==> src/rtl/bit_serializer.sv <==
// Parallel-to-serial front end: accepts WIDTH-bit words over valid/ready and
// shifts them out MSB-first, one bit per clock, with zero-gap back-to-back reload.
module bit_serializer #(
    parameter int   WIDTH    = 8,
    parameter logic IDLE_BIT = 1'b0
) (
    input  logic             clock,
    input  logic             reset,
    input  logic [WIDTH-1:0] data_in,
    input  logic             data_valid,
    output logic             data_ready,
    output logic             serial_out,
    output logic             serial_valid,
    output logic             word_done
);

    localparam int CNT_W = (WIDTH > 1) ? $clog2(WIDTH) : 1;
    localparam logic [CNT_W-1:0] LAST_BIT = CNT_W'(WIDTH - 1);

    generate
        if (WIDTH < 2) begin : g_width_check
            $error("bit_serializer: WIDTH must be at least 2");
        end
    endgenerate

    typedef enum logic {
        IDLE  = 1'b0,
        SHIFT = 1'b1
    } state_t;

    state_t           state;
    logic [WIDTH-1:0] shreg;
    logic [CNT_W-1:0] bit_cnt;
    logic             last_bit;
    logic             accept;

    // Ready depends on state only, so upstream never sees a valid->ready loop.
    assign last_bit   = (state == SHIFT) && (bit_cnt == LAST_BIT);
    assign data_ready = (state == IDLE) || last_bit;
    assign accept     = data_valid && data_ready;

    always_ff @(posedge clock or posedge reset) begin
        if (reset) begin
            state   <= IDLE;
            shreg   <= '0;
            bit_cnt <= '0;
        end else if (state == IDLE) begin
            if (accept) begin
                shreg   <= data_in;
                bit_cnt <= '0;
                state   <= SHIFT;
            end
        end else begin
            if (!last_bit) begin
                shreg   <= {shreg[WIDTH-2:0], 1'b0};
                bit_cnt <= bit_cnt + CNT_W'(1);
            end else if (accept) begin
                // Reload on the LSB edge keeps the stream gap-free.
                shreg   <= data_in;
                bit_cnt <= '0;
            end else begin
                state   <= IDLE;
            end
        end
    end

    assign serial_out   = (state == SHIFT) ? shreg[WIDTH-1] : IDLE_BIT;
    assign serial_valid = (state == SHIFT);
    assign word_done    = last_bit;

endmodule

==> config.mk <==
export PLATFORM = sky130hd
export DESIGN_NAME = bit_serializer
export DESIGN_NICKNAME = d
export VERILOG_FILES = /design/src/rtl/bit_serializer.sv
export SDC_FILE = /design/constraint.sdc
export NUM_CORES = 1
export LEC_CHECK = 0
export BUFFER_PORTS_ARGS = -buffer_cell sky130_fd_sc_hd__buf_2
export CORE_MARGIN = 2
export CORE_UTILIZATION = 30
export CTS_BUF_LIST = sky130_fd_sc_hd__clkbuf_8
export DETAILED_ROUTE_END_ITERATION = 12
export PLACE_DENSITY = 0.57
export SKIP_CTS_REPAIR_TIMING = 1
export SLEW_MARGIN = 20
export SYNTH_ARGS = -nofsm -noshare
export SYNTH_HDL_FRONTEND = slang
export SYNTH_SLANG_ARGS = --single-unit
==> constraint.sdc <==
create_clock -name clock -period 2.72 [get_ports clock]
set_input_delay 0.544 -clock clock [delete_from_list [all_inputs] [get_ports clock]]
set_output_delay 0.544 -clock clock [all_outputs]
set_load 0.1 [all_outputs]
==> impl_metrics.tcl, run 1 <==
set metrics [dict create \
    setup.worst_path.end_class "primary output" \
    wl_per_cell_microns 11.79 \
    path_buf_inv 1 \
    leakagePower_nw 0.4021 \
    portBuffers 14 \
    outcome "complete, no violations" \
    crit_path_frequent_cell "ha_1" \
    start_util 0.3226 \
    async_flop_share 1.000 \
    core_sq_um 1982 \
    r2r_slack_ns 1.16 \
    crit_fanout 3 \
    synth_top_area_share 0.4697 \
    gr-total-overflow 0 \
    synth_edf_count 0 \
    fin_ws_ns 0.7043 \
    dpl.cell_count 83 \
    reg2reg_depth 5 \
    rsz0062_at_grt "false" \
    num_vias 372 \
    worst_setup_path_start_kind "flip-flop" \
    antenna_violating_nets_post_route 0 \
    syn_inst 43 \
    antenna_found_initial 0 \
    synth.avg_cell_area_sq_um 14.87 \
    antennaDiodeCount 0 \
    track_usage 0.09962 \
    place_area_sq_um 732.0 \
    hold_class "in -> async" \
    netlist_area_sq_um 639.4 \
    period_share 0.7411 \
    first_pass_iters 1 \
    synth_common_cells "dfrtp_1 (12), mux2_4 (10), mux2_2 (7)" \
    worst-setup-path-type "reg -> out" \
    stdcell_area_sq_um 787.0 \
    worstPathRequired_ns 2.18 \
    drv_cap 0 \
    gp_congestion 0.6715 \
    viasPerCell 4.276 \
    ys.warnings.count 0 \
    finalNetCount 74 \
    clockBufferDepth 2 \
    fillers 204 \
    cp_slowest_cell "dfrtp_1" \
    wirelength_mm 1.026 \
    fp.dieH_microns 50.17 \
    wl_met2_microns 439 \
    num_io_pins 15 \
    instances_no_fill 87 \
    root_buffer "clkbuf_8" \
    rows 16 \
    highest_layer "met4" \
    grt_pass1_wl_mm 1.745 \
    synth.distinct_cells 11 \
    numCtsBuffers 3 \
    synth_top_area_cell "dfrtp_1" \
    clk_pin_slew_ns 0.05 \
    yosysSeqAreaShare 0.4697 \
    hpwl_microns 740.7 \
    yosysMostFrequentCell "dfrtp_1" \
    fmax_mhz 496.1 \
    max-vdd-ir-drop_uv 620.0 \
    min_period_ns 2.016 \
    critPathArrivalTime_ns 1.47 \
    die_area_sq_um 2517 \
    pre_cts_slack_ns 0.9602 \
    dr.first_iter.drc_count 0 \
    wl_met3_microns 80 \
    post-route-drc-count 0 \
    fp.dieW_microns 50.17 \
    tightest_slew_ns 0.4889 \
    first_global_vias 377 \
    path_cells "ha_1 -> ha_1 -> nand2b_1 -> buf_2" \
    ys_ff_latch 12 \
    fin_skew_ns 0.0008315 \
    r2r-start "bit_cnt[0]" \
    cts_num_sinks 12 \
    reg2reg_to "shreg[6]" \
    power.density_nw_per_um2 1217 \
    tns_ns 0 \
    synthToLayoutAreaGrowth_pct 23.09 \
    drive_gt1_frac 0.6000 \
    drv_slew 0 \
    finalSetupViolations 0 \
    cts_tree "done" \
    synthFlopType "dfrtp_1" \
    grt_max_degree 13 \
    crit_family "flip-flops" \
    synth_area_leaders "dfrtp_1 (47%), mux2_4 (23%), mux2_2 (12%), ha_1 (3.9%), and2_1 (2.9%)" \
    worstSkewPairLatency_ns 0.24 \
    syn-num-nets 56 \
    wl_met1_microns 494 \
    finalHoldViolCount 0 \
    max_stage_delay_ns 0.39 \
    slew_headroom 0.6763 \
    htreeDepth 1 \
]
-- placed cells by master (no fill, tap or decap) --
master    instances
buf_2            14
dfrtp_1          12
mux2_4           10
mux2_2            7
clkbuf_8          4
nand2b_1          3
and2_1            3
and2b_1           2
ha_1              2
mux2i_1           1
inv_1             1
buf_4             1
-- worst register-to-register path, cell delays in order, from the launching register on --
cell	delay, ns
dfrtp_1	0.39
ha_1	0.20
ha_1	0.18
nand2b_1	0.16
buf_4	0.20
mux2_4	0.31
-- power breakdown --
group	switching [W]	total (W)	internal [W]
Clock	0.0000648	0.000193	0.000128
Sequential	0.0000386	0.000290	0.000252
Combinational	0.000276	0.000475	0.000199
-- cell families (layout without fill, tap and decap cells) --
kind of cell             Yosys count  after routing  share of synthesized area
adder cells (fa/ha/maj)            2              2                    0.03913
buffers and inverters              3             20                    0.03522
multiplexers                      18             18                     0.3738
AND/OR/NAND/NOR                    8              8                    0.08219
flip-flops                        12             12                     0.4697
-- through the flow --
step	total power (W)	hold slack, ns	util
floorplan	0.0007009	0.4087	-
global placement	0.0007701	0.4720	0.3693
detailed placement	0.0007757	0.4778	0.3693
CTS	0.0009730	0.3119	0.3971
global route	0.001025	0.3355	0.3971
finish	0.0009580	0.2974	0.3971
-- worst max path at each step --
| stage | slack (ns) | end | cells after the start | start |
|---|---|---|---|---|
| CTS | 0.69 | data_ready | 4 | bit_cnt[0] |
| global placement | 0.97 | word_done | 4 | bit_cnt[0] |
| detailed placement | 0.96 | data_ready | 4 | bit_cnt[0] |
| global route | 0.63 | data_ready | 4 | bit_cnt[0] |
| finish | 0.70 | data_ready | 4 | bit_cnt[0] |
| floorplan | 0.38 | serial_out | 1 | serial_valid |
-- layout make-up --
| type | count | area, sq um | area share |
|---|---|---|---|
| clock buffer | 4 | 55.05 | 0.06995 |
| inverter | 1 | 3.754 | 0.004769 |
| sequential | 12 | 300.3 | 0.3816 |
| timing repair buffer | 15 | 77.57 | 0.09857 |
| tap | 27 | 33.78 | 0.04293 |
| multi-input combinational | 28 | 316.6 | 0.4022 |
-- metal layers --
| layer | up-vias | track usage |
|---|---|---|
| li1 | 182 | - |
| met1 | 176 | 0.1293 |
| met2 | 12 | 0.1316 |
| met3 | 2 | 0.05952 |
| met4 | 0 | 0.04167 |
| met5 | - | 0 |
-- state kept, by name, indices dropped and copies added (netlist names) --
signal	cells
serial_valid	1
bit_cnt	3
shreg	8
(Power assumes the default switching activity.)
==> run 2, diff against run 1 <==
- ABC_AREA: default -> 1
- PLACE_DENSITY: 0.57 -> 0.59
- clock period: 2.72 -> 1.75 ns (I/O delays scaled with it)
==> run 2 against run 1 <==
  * Flip-flop and latch count did not move
  * Non-clock buffer count rose by 2
  * Hold slack got worse by 0.19 ns
  * Wire length rose by 18%
  * Critical path depth rose by 1
  * Largest cell class is now registers
  * Via count rose by 43%
  * Final area rose by 1.3%
  * Sequential share of layout area fell by 0.32 points
  * Utilization rose by 2.2 points
  * Clock-buffer cell count fell by 1
  * Register-to-register slack got worse by 0.93 ns
  * Clock skew rose by 0.0021 ns
==> impl_metrics.tcl, run 2 <==
set metrics [dict create \
    worst-setup-path-type "reg -> out" \
    start_util 0.3112 \
    finalPower_w 0.001631 \
    postLayoutCoreUtil 0.4191 \
    cp_slowest_cell "dfrtp_1" \
    fmax_mhz 597.1 \
    p_int_w 0.0008600 \
    ys.warnings.count 0 \
    swShare 0.4729 \
    synthFlopType "dfrtp_1" \
    period_share 0.9570 \
    clkPwrFrac 0.160 \
    critPathArrivalTime_ns 1.32 \
    antenna_violating_nets_post_route 0 \
    htreeDepth 1 \
    worstSkewPairLatency_ns 0.24 \
    num_vias 531 \
    syn-num-nets 91 \
    cts_tree "done" \
    gp_congestion 0.7861 \
    synth_top_area_cell "dfrtp_1" \
    synth_area_leaders "dfrtp_1 (51%), nand2_1 (13%), nand3_1 (12%), inv_1 (8.2%), nor2_1 (7.0%)" \
    yosysMostFrequentCell "nand2_1" \
    netlist_area_sq_um 591.8 \
    grt_pass1_wl_mm 2.104 \
    syn_inst 78 \
    instances_no_fill 125 \
    min_period_ns 1.675 \
    synth_common_cells "nand2_1 (21), nand3_1 (14), inv_1 (13)" \
    synth_edf_count 0 \
    fp.dieW_microns 48.42 \
    ys_ff_latch 12 \
    setup.worst_path.end_class "primary output" \
    synth_top_area_share 0.5074 \
    die_area_sq_um 2344 \
    wl_per_cell_microns 9.648 \
    drv_cap 0 \
    grt_max_degree 13 \
    gr-total-overflow 0 \
    antenna_found_initial 0 \
    drv_slew 0 \
    place_area_sq_um 726.9 \
    cts_num_sinks 12 \
    worstPathRequired_ns 1.40 \
    num_io_pins 15 \
    synth.avg_cell_area_sq_um 7.587 \
    finalNetCount 112 \
    tightest_slew_ns 0.4843 \
    holdWs_ns 0.1087 \
    rsz0062_at_grt "false" \
    wirelength_mm 1.206 \
    dpl.cell_count 119 \
    viasPerCell 4.248 \
    mostFrequentLayoutCells "nand2_1 (20), nand3_1 (14), inv_1 (13)" \
    path_buf_inv 2 \
    portBuffers 14 \
    synth.distinct_cells 11 \
    max_stage_delay_ns 0.39 \
    first_global_vias 468 \
    fp.dieH_microns 48.42 \
    synthToLayoutAreaGrowth_pct 34.67 \
    clockBufferDepth 2 \
    track_usage 0.1191 \
    yosysSeqAreaShare 0.5074 \
    root_buffer "clkbuf_8" \
    rows 16 \
    fin_skew_ns 0.002971 \
    seqPwrFrac 0.290 \
    path_cells "ha_1 -> ha_2 -> nand2_1 -> inv_1 -> buf_12" \
    switchingPower_w 0.0007714 \
    p_comb_frac 0.550 \
    antennaDiodeCount 0 \
    finalSetupViolations 0 \
    core_sq_um 1902 \
    dr.first_iter.drc_count 2 \
    clk_pin_slew_ns 0.05 \
    largest_reg_flops 8 \
    numCtsBuffers 3 \
    hpwl_microns 883.8 \
    first_pass_iters 3 \
    drive_gt1_frac 0.2653 \
    crit_family "adder cells" \
    power.density_nw_per_um2 2047 \
    stdcell_area_sq_um 797.0 \
    finalHoldViolCount 0 \
    async_flop_share 1.000 \
    post-route-drc-count 0 \
    hold_class "in -> async" \
    worst_setup_path_start_kind "flip-flop" \
    leakagePower_nw 0.4486 \
    final_common_cell "nand2_1" \
    max-vdd-ir-drop_uv 726.3 \
    regMostFlops "shreg" \
    crit_fanout 3 \
    outcome "complete, no violations" \
    slew_headroom 0.6794 \
]
run 2: cell types whose count changed after synthesis, moves of 7 or more:
cell / delta
inv_1: +12
mux2_2: -7
mux2_4: -10
nand2_1: +21
nand3_1: +14
nor2_1: +11
run 2: cell type report:
type                       instances  area, sq um
clock buffer                       3        41.29
tap                               27        33.78
clock inverter                     1        3.754
sequential                        12        301.5
fill                             205         1105
multi-input combinational         51        241.5
timing repair buffer              17        122.6
inverter                          14        52.55
run 2: logic make-up (layout without fill, tap and decap cells):
logic type      after synthesis  after routing  share of synthesized area
simple gates                 47             47                     0.3319
compound gates                2              2                    0.01690
flops                        12             12                     0.5074
fa+ha+maj                     2              2                    0.04228
buf+inv                      15             35                     0.1015
run 2: final timing paths:
check,slack (ns),cells after the start,from,end
worst max-delay path,0.08,5,bit_cnt[0],word_done
worst min-delay path,0.11,2,reset,shreg[5]
worst max register to register,0.23,8,bit_cnt[0],shreg[0]
worst min register to register,0.49,2,shreg[4],shreg[5]
max in group asynchronous,1.30,2,reset,serial_valid
min in group clock,0.34,3,data_in[7],shreg[7]
run 2: power by group through the flow:
| stage | sequential [W] | clock [W] | combinational, W |
|---|---|---|---|
| floorplan | 0.000501 | 0 | 0.000617 |
| global placement | 0.000470 | 0 | 0.000843 |
| detailed placement | 0.000475 | 0 | 0.000851 |
| CTS | 0.000470 | 0.000265 | 0.000853 |
| global route | 0.000486 | 0.000279 | 0.000995 |
| finish | 0.000474 | 0.000260 | 0.000897 |
run 2: metrics by stage:
stage	setup slack, ns	TNS [ns]
final	0.07531	0
after global routing	0.01178	0
after CTS	-0.1651	-0.1651
after detailed placement	0.1052	0
after global placement	0.1491	0
after floorplan	0.01325	0
run 2: layer usage:
| layer | share of wire | GRT usage | vias to the layer above | wire [microns] |
|---|---|---|---|---|
| met5 | 0 | 0 | - | 0 |
| met4 | 0.035 | 0.1000 | 0 | 42 |
| met3 | 0.047 | 0.02469 | 5 | 57 |
| met2 | 0.43 | 0.1667 | 14 | 524 |
| met1 | 0.48 | 0.1571 | 234 | 582 |
| li1 | - | - | 278 | - |
run 2: worst reg2reg max path, cell delays in order, from the launching register on:
cell and delay [ns]:
dfrtp_1 0.39, ha_1 0.21, ha_2 0.20, inv_2 0.07
nand2_4 0.05, buf_4 0.16, buf_4 0.16, nand2_1 0.09
o21ai_0 0.08
==> run 3, diff against run 2 <==
- CORE_ASPECT_RATIO: default -> 0.8
- PLACE_DENSITY: 0.59 -> 0.57
- clock period: 1.75 -> 1.65 ns (I/O delays scaled with it)
==> run 3 against run 2 <==
  * Critical endpoint unchanged
  * Critical path depth did not move
  * Clock skew is 0.0037 ns higher
  * Global-route usage is 0.40 points higher
  * Setup slack worse by 0.075 ns
  * Hold slack got worse by 0.029 ns
  * Register-to-register slack got worse by 0.07 ns
  * Utilization is 2.7 points higher
  * The flow now finishes with violations (setup timing)
  * Critical path type unchanged
==> impl_metrics.tcl, run 3 (synthesized netlist as in run 2, its figures left out) <==
set metrics [dict create \
    max-vdd-ir-drop_uv 1041 \
    tightest_slew_ns 0.4854 \
    cp_slowest_cell "dfrtp_1" \
    leakagePower_nw 0.4459 \
    wl_met3_microns 100 \
    start_util 0.3158 \
    cts_tree "done" \
    finalSetupViolations 1 \
    reg2reg_depth 8 \
    regArea_sq_um 301.5 \
    violations "setup timing" \
    first_global_vias 486 \
    fmax_mhz 606.1 \
    max_stage_delay_ns 0.39 \
    viasPerCell 4.484 \
    gp_congestion 0.7453 \
    grt_pass1_wl_mm 2.001 \
    min_period_ns 1.650 \
    antennaDiodeCount 0 \
    worstSkewPairLatency_ns 0.24 \
    fin_ws_ns -0.00001699 \
    holdWs_ns 0.08016 \
    cts_num_sinks 12 \
    final_common_cell "nand2_1" \
    worst-setup-path-type "reg -> out" \
    clk_pin_slew_ns 0.05 \
    crit_fanout 3 \
    post-route-drc-count 0 \
    drv_cap 0 \
    slew_headroom 0.6786 \
    crit_family "flip-flops" \
    wl_per_cell_microns 10.28 \
    setup.worst_path.end_class "primary output" \
    worst_setup_path_start_kind "flip-flop" \
    gr-total-overflow 0 \
    largest_reg_flops 8 \
    fillers 196 \
    highest_layer "met4" \
    wl_met2_microns 571 \
    outcome "finished, violations left" \
    drive_gt1_frac 0.3200 \
    postLayoutCoreUtil 0.4459 \
    synthToLayoutAreaGrowth_pct 41.23 \
    mostFrequentLayoutCells "nand2_1 (19), nand3_1 (14), buf_2 (12)" \
    track_usage 0.1231 \
    grt_max_degree 13 \
    core_sq_um 1874 \
    place_area_sq_um 753.2 \
    antenna_found_initial 0 \
    numCtsBuffers 3 \
    num_vias 556 \
    critPathArrivalTime_ns 1.32 \
    antenna_violating_nets_post_route 0 \
    first_pass_iters 3 \
    finalHoldViolCount 0 \
    rsz0062_at_grt "true" \
    fin_skew_ns 0.006720 \
    power.density_nw_per_um2 2183 \
    dr.first_iter.drc_count 13 \
    worstPathRequired_ns 1.32 \
    regMostFlops "shreg" \
    finalNetCount 114 \
    fp.dieW_microns 53.66 \
    path_buf_inv 2 \
    stdcell_area_sq_um 835.8 \
    rows 14 \
    hold_class "in -> async" \
    multi_input_area_sq_um 261.5 \
    hpwl_microns 940.7 \
    clockBufferDepth 2 \
    htreeDepth 1 \
    drv_slew 0 \
    fp.dieH_microns 43.73 \
    period_share 1.000 \
    root_buffer "clkbuf_8" \
    wirelength_mm 1.275 \
    cp.depth 5 \
    path_cells "ha_2 -> ha_4 -> nand2_4 -> clkinvlp_4 -> buf_12" \
    num_io_pins 15 \
    die_area_sq_um 2346 \
    wl_met1_microns 592 \
    portBuffers 14 \
]
## run 3: cell types whose count changed in the layout (fill, tap and decap cells not counted), sizes merged
cell,change
buf,+2
clkinvlp,+2
inv,-2
## run 3: cell type report
| type | instances | area share |
|---|---|---|
| clock buffer | 3 | 0.04940 |
| clock inverter | 1 | 0.004491 |
| inverter | 14 | 0.07186 |
| multi-input combinational | 51 | 0.3129 |
| sequential | 12 | 0.3608 |
| tap | 24 | 0.03593 |
| timing repair buffer | 19 | 0.1647 |
## run 3: per-stage QoR
stage                     power (W)     TNS (ns)  setup slack, ns  instances
after floorplan            0.001205            0          0.02461         78
after global placement     0.001461            0          0.04548        119
after detailed placement   0.001488            0          0.01243        119
after CTS                  0.001768      -0.3542          -0.2508        123
after global routing       0.001969     -0.06123         -0.04360        124
final                      0.001824  -0.00001699      -0.00001699        124
## run 3: metal layers
layer  vias to the layer above  global-route usage
li1                        281                   -
met3                         2             0.05517
met5                         -                   0
met1                       255              0.1510
met4                         0             0.04615
met2                        18              0.1901
## run 3: report_power, final
group | total (W) | switching, W | leakage (nW) | internal [W]
sequential | 0.000508 | 0.0000780 | 0.146 | 0.000430
combinational | 0.00105 | 0.000675 | 0.273 | 0.000372
clock | 0.000269 | 0.000106 | 0.0269 | 0.000164
## run 3: final timing paths
check / startpoint / to / slack, ns
max: bit_cnt[1] / word_done / -0.00002
min: reset / shreg[7] / 0.08
max reg2reg: bit_cnt[1] / shreg[6] / 0.16
min reg2reg: shreg[4] / shreg[5] / 0.48
max in group asynchronous: reset / serial_valid / 1.24
min in group clock: data_in[7] / shreg[7] / 0.32
## run 3: worst register-to-register path, stage by stage, from the launching register on
cell and delay (ns):
dfrtp_1 0.39, ha_2 0.20, ha_4 0.18, inv_2 0.07, nand2_4 0.06, buf_4 0.17
nand2_1 0.19, nor2_1 0.07, nor2_1 0.11
